--- src/rtl/serial_word_tx.sv ---
// serial_word_tx: MSB-first 8-bit word serializer with optional gapped repeats
// and a saturating golden count of PATTERN occurrences in the emitted stream.
`default_nettype none

module serial_word_tx #(
  parameter int              GAP     = 2,
  parameter int              PLEN    = 5,
  parameter logic [PLEN-1:0] PATTERN = 5'b01011
) (
  input  logic       clk_i,
  input  logic       rst_i,
  input  logic       set_i,
  input  logic [7:0] data_i,
  input  logic [2:0] rep_i,
  output logic       dout_o,
  output logic       dvalid_o,
  output logic [2:0] bit_idx_o,
  output logic       busy_o,
  output logic       done_o,
  output logic [2:0] match_cnt_o
);

  typedef enum logic [1:0] {
    ST_IDLE  = 2'd0,
    ST_SHIFT = 2'd1,
    ST_GAP   = 2'd2,
    ST_DONE  = 2'd3
  } state_t;

  localparam logic [2:0] GAP_LAST = (GAP > 0) ? 3'(GAP - 1) : 3'd0;
  localparam logic [3:0] PLEN_M1  = 4'(PLEN - 1);

  state_t            state_q, state_d;
  logic [7:0]        data_q, data_d;
  logic [2:0]        rep_q, rep_d;
  logic [2:0]        bit_idx_q, bit_idx_d;
  logic [2:0]        gap_cnt_q, gap_cnt_d;
  logic [PLEN-1:0]   win_q, win_d;
  logic [3:0]        nsent_q, nsent_d;
  logic [2:0]        match_cnt_q, match_cnt_d;
  logic              dout_q, dout_d;
  logic              dvalid_q, dvalid_d;
  logic [2:0]        idx_out_q, idx_out_d;
  logic              busy_q, busy_d;
  logic              done_q, done_d;
  logic [PLEN-1:0]   win_shift;

  assign win_shift = {win_q[PLEN-2:0], data_q[bit_idx_q]};

  always_comb begin
    state_d     = state_q;
    data_d      = data_q;
    rep_d       = rep_q;
    bit_idx_d   = bit_idx_q;
    gap_cnt_d   = gap_cnt_q;
    win_d       = win_q;
    nsent_d     = nsent_q;
    match_cnt_d = match_cnt_q;

    case (state_q)
      ST_IDLE: begin
        if (set_i) begin
          state_d     = ST_SHIFT;
          data_d      = data_i;
          rep_d       = rep_i;
          bit_idx_d   = 3'd7;
          win_d       = '0;
          nsent_d     = 4'd0;
          match_cnt_d = 3'd0;
        end
      end
      ST_SHIFT: begin
        // Window advances only on valid bits, so it spans repetition boundaries.
        win_d = win_shift;
        if (nsent_q != 4'd8) nsent_d = nsent_q + 4'd1;
        if ((nsent_q >= PLEN_M1) && (win_shift == PATTERN) && (match_cnt_q != 3'd7))
          match_cnt_d = match_cnt_q + 3'd1;
        bit_idx_d = bit_idx_q - 3'd1;
        if (bit_idx_q == 3'd0) begin
          if (rep_q != 3'd0) begin
            if (GAP > 0) begin
              state_d   = ST_GAP;
              gap_cnt_d = GAP_LAST;
            end else begin
              bit_idx_d = 3'd7;
              rep_d     = rep_q - 3'd1;
            end
          end else begin
            state_d = ST_DONE;
          end
        end
      end
      ST_GAP: begin
        if (gap_cnt_q == 3'd0) begin
          state_d   = ST_SHIFT;
          bit_idx_d = 3'd7;
          rep_d     = rep_q - 3'd1;
        end else begin
          gap_cnt_d = gap_cnt_q - 3'd1;
        end
      end
      default: state_d = ST_IDLE;
    endcase

    // Outputs are derived from next state so they appear registered.
    dvalid_d  = (state_d == ST_SHIFT);
    dout_d    = dvalid_d ? data_d[bit_idx_d] : 1'b0;
    idx_out_d = dvalid_d ? bit_idx_d : 3'd0;
    busy_d    = (state_d != ST_IDLE);
    done_d    = (state_d == ST_DONE);
  end

  always_ff @(posedge clk_i) begin
    if (rst_i) begin
      state_q     <= ST_IDLE;
      data_q      <= '0;
      rep_q       <= '0;
      bit_idx_q   <= '0;
      gap_cnt_q   <= '0;
      win_q       <= '0;
      nsent_q     <= '0;
      match_cnt_q <= '0;
      dout_q      <= 1'b0;
      dvalid_q    <= 1'b0;
      idx_out_q   <= '0;
      busy_q      <= 1'b0;
      done_q      <= 1'b0;
    end else begin
      state_q     <= state_d;
      data_q      <= data_d;
      rep_q       <= rep_d;
      bit_idx_q   <= bit_idx_d;
      gap_cnt_q   <= gap_cnt_d;
      win_q       <= win_d;
      nsent_q     <= nsent_d;
      match_cnt_q <= match_cnt_d;
      dout_q      <= dout_d;
      dvalid_q    <= dvalid_d;
      idx_out_q   <= idx_out_d;
      busy_q      <= busy_d;
      done_q      <= done_d;
    end
  end

  assign dout_o      = dout_q;
  assign dvalid_o    = dvalid_q;
  assign bit_idx_o   = idx_out_q;
  assign busy_o      = busy_q;
  assign done_o      = done_q;
  assign match_cnt_o = match_cnt_q;

endmodule

`default_nettype wire

--- config.mk ---
export PLATFORM = sky130hd
export DESIGN_NAME = serial_word_tx
export DESIGN_NICKNAME = d
export VERILOG_FILES = /design/src/rtl/serial_word_tx.sv
export SDC_FILE = /design/constraint.sdc
export NUM_CORES = 1
export LEC_CHECK = 0
export ABC_AREA = 1
export CORE_UTILIZATION = 30
export DETAILED_ROUTE_END_ITERATION = 12
export PLACE_DENSITY = 0.49
export SYNTH_ARGS = -nofsm -noshare
export SYNTH_HDL_FRONTEND = slang
export SYNTH_SLANG_ARGS = --single-unit
--- constraint.sdc ---
create_clock -name clk_i -period 1.61 [get_ports clk_i]
set_input_delay 0.322 -clock clk_i [delete_from_list [all_inputs] [get_ports clk_i]]
set_output_delay 0.322 -clock clk_i [all_outputs]
set_load 0.05 [all_outputs]
Yosys cells after proc, flatten, opt, wreduce, memory -nomap -nowiden. Index checks and enable logic that the tools add are counted. Widths: inputs -> output; s select.

Multiplexer cells: 29. Equality and inequality tests: 14. Add/subtract/negate cells: 5. Reductions and logical operators: 16. Magnitude comparators: 3. Bitwise operators: 1.

Operators by type and width (number): $mux 3 (9); $pmux 3 s2 (3); $mux 8 (2); $pmux 4 s2 (2); $ne 2x2->1 const B (7); $mux 4 (3); $pmux 3 s3 (1); $reduce_and 3->1 (3); $sub 3x1->3 const B (3); $lt 3x4->1 const B (2); $reduce_bool 2->1 (4); $bmux 1 s3 (2); $logic_not 3->1 (2); $mux 2 (3); $pmux 2 s3 (1); $eq 5x4->1 const B (1); $add 4x1->4 const B (1); $eq 2x1->1 const B (2); $eq 2x2->1 const B (2); $ge 4x3->1 const B (1); $ne 4x4->1 const B (1); $reduce_and 4->1 (1); $add 3x1->3 const B (1); $mux 1 (3); 7 further kinds (8).

Bits in registers: 37. Input port bits: 14. Logic and storage cells: 81. Output and inout port bits: 10.

Depth between registers and ports, before layout.
Depth in word-level cells: 7. Mapped depth: 12. Mapped depth without buffers: 12.

Worst setup path before layout. No wires, ideal clock.

Path kind: flip-flop to flip-flop. From: register match_cnt_q[0] (netlist: match_cnt_o[0]). To: register match_cnt_q[0] (netlist: match_cnt_o[0]). Required time: 1497 ps. Library setup time: 113 ps. Buffers on the path: 0. Setup slack: -6 ps. Cell stages (with the launch flop): 11. Data arrival time: 1503 ps. Clock period less this slack: 1616 ps. Cells stage by stage: dfxtp_1 -> ha_1 -> ha_1 -> nor2_1 -> nand3_1 -> nor2_2 -> nand3_2 -> nand2_2 -> inv_2 -> nor2_1 -> nor2_1.

Word-level cells in the longest chain between the ends: 4. Elaborated cells on any way between the ends: 7. Those cells by class: 1 x add/sub; 2 x eq/ne; 2 x mux; 2 x reduce/logical.

RTL lines: start: declaration (RTL line 40) `logic [2:0] match_cnt_q, match_cnt_d;`; start signal: assignment (RTL line 136) `match_cnt_q <= match_cnt_d;`; branches (longest 4 deep; another with $add 3x1->3).

Parallel ways; which one is timed is not known. The select of a mux whose other input is x is not followed. A chain may end at the register's enable or synchronous reset.

Worst setup path in the final report.
From: register bit_idx_q[0]. To: register dout_q (netlist: dout_o).

Word-level cells in the longest chain between the ends: 6. Elaborated cells on any way between the ends: 12. Those cells by class: 1 x add/sub; 1 x eq/ne; 7 x mux; 1 x bitwise; 2 x reduce/logical.

RTL lines: start: declaration (RTL line 36) `logic [2:0] bit_idx_q, bit_idx_d;`; start signal: assignment (RTL line 132) `bit_idx_q <= bit_idx_d;`; branches (longest 6 deep; another with $sub 3x1->3); end signal: assignment (RTL line 137) `dout_q <= dout_d;`; end: declaration (RTL line 41) `logic dout_q, dout_d;`.

Parallel ways; which one is timed is not known. The select of a mux whose other input is x is not followed.

==> metrics.yaml <==
finish:
  area.sequential_sq_um: 747
  nFillCells: 652
  antenna_cells: 0
  utilization_pct: 43.2
  layout_commonest_cell: "nand2_1"
  layout.nets: 360
  drive_gt1_share_pct: 26.1
  mostFrequentLayoutCells: "nand2_1 (67), buf_4 (40), inv_1 (38)"
  areaGrowthSynthToFinish_pct: 36.3
  multi_input_area_sq_mm: 0.00103
pwr:
  report.power.total_mw: 2.85
  p_per_area_mw_per_mm2: 1090
  leakage_nw: 1.23
  ir_drop_mv: 0.649
floorplan:
  fp-row-count: 28
  die_h_um: 81.8
  io_pins: 24
  initial_utilization_pct: 31.7
  chipWidth_um: 81.8
  core_sq_mm: 0.00603
  die-area_sq_mm: 0.00669
setup_path:
  cp-end-kind: "flop"
  critical_path_class: "reg2reg"
  crit_arrival_ns: 1.70
  cp_data_required_time_ns: 1.80
  startpoint_type: "flop"
  crit_fanout: 2
cts:
  holdBufCountCts: 0
  clk_pin_slew_worst_paths_ns: 0.08
  clock-sinks: 37
  cts_buffer_depth: 2
  root_buffer: "clkbuf_8"
  cts_tree: "yes"
  cts_buffers: 5
  post_cts_buffers: 0
  clock_latency_ns: 0.29
  cts_htree_levels: 2
global_route:
  antenna_found_initial: 0
  overflow: 0
  grt_pass1_vias: 1709
  grt_pass1_wl_um: 7780
  grt.total_usage_pct: 15.6
  grt_start_max_net_pins: 21
logic_synthesis:
  syn_area_per_cell_sq_um: 6.87
  yosysSeqAreaShare_pct: 38.8
  synthCells: 278
  ys_ff_latch: 37
  synth_cell_type_count: 29
  yosysWarnings: 0
  synth_area_sq_mm: 0.00191
  syn_nets: 302
sta:
  max_clock_freq_mhz: 661
  drv_slew: 0
  min_period_ns: 1.51
  worst_pin_slew_ns: 0.268
  fin_skew_ns: 0.00747
  setup_viol: 0
  slew_headroom_pct: 82.1
  timing.setup.tns_ns: 0
  finalHoldViolations: 0
  period_share_pct: 94.0
routing:
  routedWlPerCell_um: 11.0
  drt_iter0_markers: 51
  vias: 1798
  drtAntennaViolNets: 0
  wirelength_um: 4520
  post-route-drc-count: 0
  vias_per_cell: 4.36
  dr.pass1.iters: 4
run_status:
  status: "finished clean"
flow_run:
  cap_viol_max_count: 0
placement:
  hpwl_um: 3570
  place_congestion: 0.833
  port_buffers: 23
hold_path:
  hold_class: "reg2reg"
[through the flow]
step / hold WS, ns / area (sq um) / setup WS, ns / cells
final: 0.434 / 2600 / 0.0968 / 412
after global routing: 0.472 / 2600 / -0.00606 / 412
after CTS: 0.465 / 2550 / 0.0615 / 412
after detailed placement: 0.450 / 2450 / -0.139 / 404
after global placement: 0.451 / 2450 / -0.114 / 404
after floorplan: 0.433 / 1910 / 0.0205 / 278
[repair_timing]
action,in CTS,in global routing
setup endpoints to repair,0,8
hold endpoints to repair,0,0
gates resized for setup,0,16
[worst max-delay path: stages, from the launching register on]
cell and delay, ns:
dfxtp_2 0.34, inv_1 0.05, ha_1 0.27, or2_2 0.30, nand3_2 0.10, nand2_1 0.05
nand2_1 0.08, nand3_1 0.07, nand3_1 0.09, nand2_1 0.06
[where the power goes]
| part | switching [mW] | total (mW) | leakage [nW] | internal [mW] |
|---|---|---|---|---|
| registers | 0.0619 | 1.08 | 0.305 | 1.02 |
| logic | 0.622 | 1.07 | 0.874 | 0.452 |
| clock network | 0.343 | 0.690 | 0.0512 | 0.347 |
[final timing paths]
path	slack, ns	start	depth (start not counted)	endpoint
max	0.1	bit_idx_q[0]	9	dout_o
min	0.43	gap_cnt_q[0]	1	gap_cnt_q[0]
max reg2reg	0.1	bit_idx_q[0]	9	dout_o
min reg2reg	0.43	gap_cnt_q[0]	1	gap_cnt_q[0]
[Yosys cell counts, drive strengths merged]
cell | instances | share of area, %
a21oi | 15 | 4.1
o21ai | 10 | 2.6
ha | 10 | 6.6
xor2 | 2 | 0.92
dfxtp | 37 | 39
clkinv | 1 | 0.20
and2 | 1 | 0.46
a31oi | 2 | 0.66
a211oi | 1 | 0.39
buf | 2 | 0.66
o21a | 1 | 0.39
nand2 | 74 | 16
clkbuf | 2 | 0.39
or2 | 1 | 0.33
nand3b | 3 | 1.2
inv | 44 | 8.7
nor2 | 42 | 9.6
nand3 | 26 | 7.3
o211ai | 1 | 0.39
nor3 | 3 | 0.79
[flip-flops by register name, indices dropped and copies added, names as in the netlist]
signal / count
data_q: 8
dout_o: 1
busy_o: 1
match_cnt_o: 3
rep_q: 3
win_q: 4
done_o: 1
dvalid_o: 1
state_q: 2
gap_cnt_q: 3
bit_idx_q: 3
bit_idx_o: 3
nsent_q: 4
[cell families after synthesis]
group | after synthesis | share of synthesized area (%)
adder cells (fa/ha/maj) | 10 | 6.55
AND/OR/NAND/NOR | 150 | 35.3
AO/OA/AOI/OAI | 30 | 8.58
flip-flops | 37 | 38.8
XOR/XNOR | 2 | 0.918
buffers and inverters | 49 | 9.90
[layout make-up]
cell class / count / share of cell area [%]
clock inverters: 2 / 0.529
flip-flops and latches: 37 / 28.7
repair buffers: 55 / 18.1
well taps: 75 / 3.61
clock buffers: 6 / 3.17
multi-input cells: 192 / 39.4
inverters: 45 / 6.49
[metal layers]
layer  GRT usage (%)  share of wire, %  wire length (um)  vias to the layer above
met5               0                 0                 0                        -
met4            6.84               1.6                71                        0
met3            3.00               2.8               125                        4
met2            23.1                43              1940                       27
met1            21.7                53              2390                      790
li1                -                 -                 -                      977
(Power assumes the default switching activity.)
